`src/rtl/wb_target_decode.sv`:
```
// Wishbone responder-side address decoder for the SPI bridge initiator.
// Routes one transaction at a time to RAM, REG, CRTC or KBD, with error and timeout.
module wb_target_decode #(
    parameter int TIMEOUT_CYCLES = 255,
    parameter int WB_ADDR_WIDTH  = 20,
    parameter int DATA_WIDTH     = 8
) (
    input  logic                      wb_clk_i,
    input  logic                      wb_reset_i,

    input  logic [WB_ADDR_WIDTH-1:0]  wbi_addr_i,
    input  logic [DATA_WIDTH-1:0]     wbi_data_i,
    output logic [DATA_WIDTH-1:0]     wbi_data_o,
    input  logic                      wbi_we_i,
    input  logic                      wbi_cyc_i,
    input  logic                      wbi_stb_i,
    output logic                      wbi_stall_o,
    output logic                      wbi_ack_o,
    output logic                      wbi_err_o,

    output logic [WB_ADDR_WIDTH-1:0]  wbt_addr_o,
    output logic [DATA_WIDTH-1:0]     wbt_data_o,
    output logic                      wbt_we_o,
    output logic [3:0]                wbt_cyc_o,
    output logic [3:0]                wbt_stb_o,
    input  logic [3:0]                wbt_stall_i,
    input  logic [3:0]                wbt_ack_i,
    input  logic [4*DATA_WIDTH-1:0]   wbt_data_i
);

    localparam logic [1:0] S_IDLE = 2'd0;
    localparam logic [1:0] S_REQ  = 2'd1;
    localparam logic [1:0] S_WAIT = 2'd2;
    localparam logic [1:0] S_ERR  = 2'd3;

    localparam logic [15:0] TO_LIMIT = 16'(TIMEOUT_CYCLES);

    logic [1:0]               state_q, state_d;
    logic [WB_ADDR_WIDTH-1:0] addr_q,  addr_d;
    logic [DATA_WIDTH-1:0]    wdata_q, wdata_d;
    logic [DATA_WIDTH-1:0]    rdata_q, rdata_d;
    logic                     we_q,    we_d;
    logic [1:0]               sel_q,   sel_d;
    logic [15:0]              cnt_q,   cnt_d;
    logic                     ack_q,   ack_d;
    logic [3:0]               cyc_q,   cyc_d;
    logic [3:0]               stb_q,   stb_d;

    logic [3:0]               prefix;
    logic                     dec_hit;
    logic [1:0]               dec_sel;

    logic                     tgt_stall;
    logic                     tgt_ack;
    logic [DATA_WIDTH-1:0]    tgt_rdata;
    logic [15:0]              cnt_inc;
    logic                     timeout;
    logic                     take;

    // Target decode from the top address nibble; undecoded prefixes are unmapped.
    always_comb begin
        prefix  = wbi_addr_i[WB_ADDR_WIDTH-1 -: 4];
        dec_hit = 1'b1;
        dec_sel = 2'd0;
        casez (prefix)
            4'b000?: dec_sel = 2'd0;
            4'b0100: dec_sel = 2'd1;
            4'b0101: dec_sel = 2'd2;
            4'b011?: dec_sel = 2'd3;
            default: dec_hit = 1'b0;
        endcase
    end

    // Responses of the latched target only; other targets are never looked at.
    always_comb begin
        tgt_stall = wbt_stall_i[sel_q];
        tgt_ack   = wbt_ack_i[sel_q];
        tgt_rdata = wbt_data_i[DATA_WIDTH*int'(sel_q) +: DATA_WIDTH];
        cnt_inc   = cnt_q + 16'd1;
        timeout   = (cnt_inc == TO_LIMIT);
        take      = ~tgt_stall;
    end

    // Next-state logic: abort beats ack, ack beats timeout.
    always_comb begin
        state_d = state_q;
        addr_d  = addr_q;
        wdata_d = wdata_q;
        rdata_d = rdata_q;
        we_d    = we_q;
        sel_d   = sel_q;
        cnt_d   = cnt_q;
        ack_d   = 1'b0;
        cyc_d   = cyc_q;
        stb_d   = stb_q;

        case (state_q)
            S_IDLE: begin
                if (wbi_cyc_i && wbi_stb_i) begin
                    addr_d  = wbi_addr_i;
                    wdata_d = wbi_data_i;
                    we_d    = wbi_we_i;
                    sel_d   = dec_sel;
                    cnt_d   = 16'd0;
                    if (dec_hit) begin
                        state_d = S_REQ;
                        cyc_d   = 4'b0001 << dec_sel;
                        stb_d   = 4'b0001 << dec_sel;
                    end else begin
                        state_d = S_ERR;
                    end
                end
            end

            S_REQ: begin
                cnt_d = cnt_inc;
                if (!wbi_cyc_i) begin
                    state_d = S_IDLE;
                    cyc_d   = 4'b0000;
                    stb_d   = 4'b0000;
                end else if (take && tgt_ack) begin
                    // Target took the strobe and acked in the same cycle.
                    state_d = S_IDLE;
                    ack_d   = 1'b1;
                    cyc_d   = 4'b0000;
                    stb_d   = 4'b0000;
                    if (!we_q) begin
                        rdata_d = tgt_rdata;
                    end
                end else if (timeout) begin
                    state_d = S_ERR;
                    cyc_d   = 4'b0000;
                    stb_d   = 4'b0000;
                end else if (take) begin
                    state_d = S_WAIT;
                    stb_d   = 4'b0000;
                end
            end

            S_WAIT: begin
                cnt_d = cnt_inc;
                if (!wbi_cyc_i) begin
                    state_d = S_IDLE;
                    cyc_d   = 4'b0000;
                    stb_d   = 4'b0000;
                end else if (tgt_ack) begin
                    state_d = S_IDLE;
                    ack_d   = 1'b1;
                    cyc_d   = 4'b0000;
                    stb_d   = 4'b0000;
                    if (!we_q) begin
                        rdata_d = tgt_rdata;
                    end
                end else if (timeout) begin
                    state_d = S_ERR;
                    cyc_d   = 4'b0000;
                    stb_d   = 4'b0000;
                end
            end

            default: begin
                state_d = S_IDLE;
            end
        endcase
    end

    // State and datapath registers; reset wins over everything.
    always_ff @(posedge wb_clk_i) begin
        if (wb_reset_i) begin
            state_q <= S_IDLE;
            addr_q  <= '0;
            wdata_q <= '0;
            rdata_q <= '0;
            we_q    <= 1'b0;
            sel_q   <= 2'd0;
            cnt_q   <= 16'd0;
            ack_q   <= 1'b0;
            cyc_q   <= 4'b0000;
            stb_q   <= 4'b0000;
        end else begin
            state_q <= state_d;
            addr_q  <= addr_d;
            wdata_q <= wdata_d;
            rdata_q <= rdata_d;
            we_q    <= we_d;
            sel_q   <= sel_d;
            cnt_q   <= cnt_d;
            ack_q   <= ack_d;
            cyc_q   <= cyc_d;
            stb_q   <= stb_d;
        end
    end

    assign wbi_stall_o = (state_q != S_IDLE);
    assign wbi_err_o   = (state_q == S_ERR);
    assign wbi_ack_o   = ack_q;
    assign wbi_data_o  = rdata_q;

    assign wbt_addr_o  = addr_q;
    assign wbt_data_o  = wdata_q;
    assign wbt_we_o    = we_q;
    assign wbt_cyc_o   = cyc_q;
    assign wbt_stb_o   = stb_q;

endmodule

```
`config.mk`:
```
export PLATFORM = sky130hd
export DESIGN_NAME = wb_target_decode
export DESIGN_NICKNAME = d
export VERILOG_FILES = /design/src/rtl/wb_target_decode.sv
export SDC_FILE = /design/constraint.sdc
export NUM_CORES = 1
export LEC_CHECK = 0
export BUFFER_PORTS_ARGS = -buffer_cell sky130_fd_sc_hd__buf_2
export CAP_MARGIN = 20
export CORE_MARGIN = 3
export CORE_UTILIZATION = 40
export DETAILED_ROUTE_END_ITERATION = 10
export PLACE_DENSITY_LB_ADDON = 0.3
export SETUP_SLACK_MARGIN = 0.4
export SLEW_MARGIN = 20
export SYNTH_ARGS = -nofsm -noshare
export SYNTH_HDL_FRONTEND = slang
export SYNTH_SLANG_ARGS = --single-unit
```
`constraint.sdc`:
```
create_clock -name wb_clk_i -period 3.8 [get_ports wb_clk_i]
set_input_delay 0.38 -clock wb_clk_i [delete_from_list [all_inputs] [get_ports wb_clk_i]]
set_output_delay 0.38 -clock wb_clk_i [all_outputs]
set_load 0.1 [all_outputs]
```
### Yosys cells after proc, flatten, opt, wreduce, memory -nomap -nowiden

Index checks and enable logic that the tools add are counted.

* register bits after elaboration: 66
* output and inout bits: 48
* word-level logic and storage cells: 91

* $add $sub $neg: 1
* $lt $le $gt $ge: 1
* equality and inequality tests: 15
* shift-type cells: 2
* multiplexer cells: 45
* bitwise operators: 1
* reductions and logical operators: 16

Operators with widths (number)
* $mux 4: 14
* $mux 8: 5
* $pmux 16 s2: 1
* $shiftx 32x6->8: 1
* $pmux 4 s3: 2
* $mux 2: 9
* $add 16x1->16 const B: 1
* $eq 16x8->1 const B: 1
* $mux 16: 1
* $pmux 8 s2: 1
* $ne 2x2->1 const B: 6
* $pmux 2 s3: 2
* $reduce_and 5->1: 2
* $eq 4x3->1 const B: 2
* $mux 1: 7
* $reduce_and 3->1: 2
* $reduce_bool 2->1: 3
* $ne 5x5->1 const B: 1
* $bmux 1 s2: 2
* $eq 2x2->1 const B: 2
* $ne 4x4->1 const B: 1
* $reduce_and 2->1: 2
* $reduce_or 4->1: 1
* $shl 1x2->4 const A: 1
* 10 further kinds: 11

### Logic depth before layout (Yosys ltp)

* depth after elaboration: 7
* depth in mapped cells: 10
* gate-level depth less buffers: 9

### Least setup slack after synthesis

No wires, ideal clock.

* kind: register to register
* start point: register state_q[0]
* end point: register stb_q[1], in the netlist wbt_stb_o[1]
* setup time: 0.121 ns
* arrival: 2.322 ns
* data required time: 3.679 ns
* setup slack: 1.357 ns
* stages on the path, launching flop included: 9
* path through: dfxtp_1 inv_1 ha_1 inv_1 a21oi_1 nor2_1 and2_2 o21a_4 mux2_4

* longest elaborated chain between the ends: 3
* elaborated cells between the ends (all ways): 10

Ends and longest elaborated chain
* from (decl): line 38 `logic [1:0] state_q, state_d;`
* from (signal assigned): line 181 `state_q <= state_d;`
* $eq 2x1->1 (tied with other cells): line 97 `case (state_q)`
* $ne 5x5->1 (no source line) (tied with other cells)
* $reduce_and 5->1 (no source line)
* to (signal assigned): line 190 `stb_q <= stb_d;`
* to (decl): line 47 `logic [3:0] stb_q, stb_d;`

Parallel ways exist; a longest one is shown, timed or not.
A chain may end at the register's enable or synchronous reset.

### Final worst setup path

* start point: register cnt_q[0]
* end point: register stb_q[1], in the netlist wbt_stb_o[1]

* longest elaborated chain between the ends: 6
* elaborated cells between the ends (all ways): 9

Ends and longest elaborated chain
* from (decl): line 44 `logic [15:0] cnt_q, cnt_d;`
* from (signal assigned): line 187 `cnt_q <= cnt_d;`
* $add 16x1->16 *: line 79 `cnt_inc = cnt_q + 16'd1;`
* $eq 16x8->1 *: line 80 `timeout = (cnt_inc == TO_LIMIT);`
* $mux 4: line 130 `end else if (timeout) begin`
* $mux 4: line 121 `end else if (take && tgt_ack) begin`
* $mux 4: line 117 `if (!wbi_cyc_i) begin`
* $pmux 4 s3: line 97

Every way passes the cells marked *; elsewhere a longest branch is shown, timed or not.

==> results.md <==
- CTS Buf Count: 9
- Core Box Area: 0.00797 sq mm
- Worst Setup End Kind: flop
- Hold WS: 0.268 ns
- Final GP Congestion: 0.813
- Clock latency on the worst-skew pair: 0.34 ns
- Grt met2 use: 0.325
- Synth Instances: 400
- Sequential fraction of the synthesis area: 0.390
- Setup crit start kind: flop
- Final Skew: 0.00808 ns
- Final WL: 8610 um
- Post-route minimum period: 2.69 ns
- Die area: 0.00962 sq mm
- Worst Path Required: 4.03 ns
- WL/cell: 13.9 um
- Area share of the largest cell type after synthesis: 0.390
- Worst Min Path Start: wbi_data_i[1]
- Critical path class: reg -> reg
- Vias post-DR: 3209
- Syn nets: 479
- Die width: 98.1 um
- DRC viols: 0
- Slew @ Worst Pin: 0.802 ns
- Die height: 98.1 um
- Syn_area_per_cell: 8.48 sq um
- Reg2reg start: cnt_q[0]
- Clk sinks: 66
- Max Freq: 371 MHz
- Post-synth top area cell: dfxtp_1
- Outcome: complete, no violations
- Hold-critical path depth: 3
- Worst Setup SP: cnt_q[0]
- CTS clk-pin slew, worst paths: 0.08 ns
- Largest fanout on the critical path: 7
- TNS Setup: 0 ns
- Post-synth EDFFs: 0
- Vias in the first global route: 3173
- Port bufs: 120
- Synth cell types: 59
- Finish-stage setup viols: 0
- Async set or reset register ratio after synthesis: 0
- Pre-CTS setup slack: 1.12 ns
- Main flop type after synthesis: dfxtp_1
- Hold_buf cts: 0
- PwrDens: 696 mW/mm^2
- Slew Viols, Final: 0
- GRT Max-Usage Layer: met2
- Initial antenna violation count: 0
- HPWL after DPL: 6480 um
- VDD IR max: 0.000427 V
- # IOs: 121
- Initial Util: 0.426
- CTS tree: built
- Post-CTS Resized: 0
- GR Util All Layers: 0.186
- Setup repair bufs after CTS: 0
- RSZ-0062 raised after global routing: no
- Diodes inserted: 0
- Share of cells above drive strength 1: 0.328
- Leak Pwr: 1.78 nW
- Met3 Usage GRT: 0.0614
- Main area contributors after synthesis: dfxtp_1 (39%), nand2_1 (11%), a21oi_1 (6.8%)
- M1 GR Usage: 0.216
- Final hold viol count: 0
- GRT Residual Overflow: 0
- Final ANT Viol Nets: 0
- First-pass GRT wire length: 14800 um
- Worst Hold Class: in -> reg
- Arr. time, crit path: 2.93 ns
- Yosys reg bits: 66
- Nets: 590
- Period Utilization, post-route: 0.709
- Slew Limit Headroom: 0.463
- Yosys warns: 0
- Vias per std cell: 5.19
- Largest net degree at the start of global routing: 40
- Final worst setup slack: 1.11 ns
- Clk buf depth: 2
- Root buf cell: clkbuf_8
- Worst reg2reg path depth: 8
- Iter 0 DRT Violations: 101
- DR pass1 iterations: 4
- Post-Syn Area: 0.00339 sq mm
- H-tree levels: 3
- Num rows: 32
- Max-Cap Viols: 0
- Area added between synthesis and finish: 24.3%
==> power by group <==
| part | switching [mW] | internal, mW |
|---|---|---|
| clock network | 0.285 | 0.321 |
| registers | 0.0622 | 0.786 |
| logic | 1.13 | 0.353 |
| total | 1.48 | 1.46 |
==> layer usage <==
| metal | routed length, um | vias up |
|---|---|---|
| li1 | - | 1615 |
| met1 | 3590 | 1494 |
| met2 | 4340 | 87 |
| met3 | 566 | 13 |
| met4 | 114 | 0 |
| met5 | 0 | - |
==> critical path: stages (launching register included) <==
cell and delay [ns]:
dfxtp_1 0.44, ha_1 0.30, inv_1 0.12, nor3_1 0.38, and3_2 0.25, o21ai_0 0.13, nor4_4 0.46, o21a_4 0.22
mux2_4 0.29
==> metrics by stage <==
step / instance area, sq um / instances / utilization / power [mW]
global route: 4220 / 618 / 0.529 / 3.11
global placement: 4000 / 601 / 0.502 / 2.32
finish: 4220 / 618 / 0.529 / 2.94
detailed placement: 4010 / 602 / 0.504 / 2.35
CTS: 4220 / 618 / 0.529 / 2.96
floorplan: 3390 / 400 / - / 2.06
==> sequential cells by signal, indices dropped and copies added (netlist names) <==
name,flops
cnt_q,16
sel_q,2
state_q,2
wbi_ack_o,1
wbi_data_o,8
wbt_addr_o,20
wbt_cyc_o,4
wbt_data_o,8
wbt_stb_o,4
wbt_we_o,1
==> final timing paths <==
path                                       to  slack (ns)
worst max-delay path             wbt_stb_o[1]        1.11
worst min-delay path            wbt_data_o[1]        0.27
worst max register to register   wbt_stb_o[1]        1.11
worst min register to register  wbt_addr_o[6]        0.45
==> layout by cell type, fill, tap and decap left out, types with 2 or more instances in the layout <==
master / count
a21oi_1: 46
a22oi_1: 2
a311oi_1: 2
a31oi_1: 4
and3_2: 2
buf_2: 120
buf_4: 4
clkbuf_8: 10
clkinvlp_4: 3
dfxtp_1: 66
ha_1: 6
inv_1: 11
mux2i_1: 12
mux4_2: 10
nand2_1: 97
nand2b_1: 5
nand3_1: 8
nand4_1: 5
nor2_1: 31
nor2b_1: 3
nor3_1: 9
nor4_1: 3
nor4_4: 2
o211ai_1: 2
o21a_1: 2
o21ai_0: 10
o2bb2ai_1: 2
or3_1: 2
xnor2_1: 4
==> layout make-up <==
type,count,area (sq um)
clock buffers,10,138
clock inverters,6,66.3
fillers,754,3750
inverters,11,41.3
multi-input cells,298,1880
flip-flops and latches,66,1320
well taps,102,128
repair buffers,125,642
==> Yosys cell counts (all sizes together), types with 4 or more instances <==
library cell / instances
nand2: 97
dfxtp: 66
a21oi: 46
nor2: 32
clkbuf: 20
mux2i: 12
inv: 11
mux4: 10
nor3: 10
o21ai: 10
nand3: 8
ha: 6
nand4: 6
buf: 5
nand2b: 5
nor4: 5
a31oi: 4
xnor2: 4
==> logic make-up after synthesis <==
kind of cell             share of synthesized area
AND/OR/NAND/NOR                              0.255
multiplexers                                 0.106
flip-flops                                   0.390
adder cells (fa/ha/maj)                     0.0221
AO/OA/AOI/OAI                                0.158
XOR/XNOR                                    0.0129
buffers and inverters                       0.0568
Power figures use the tool's default switching activity.
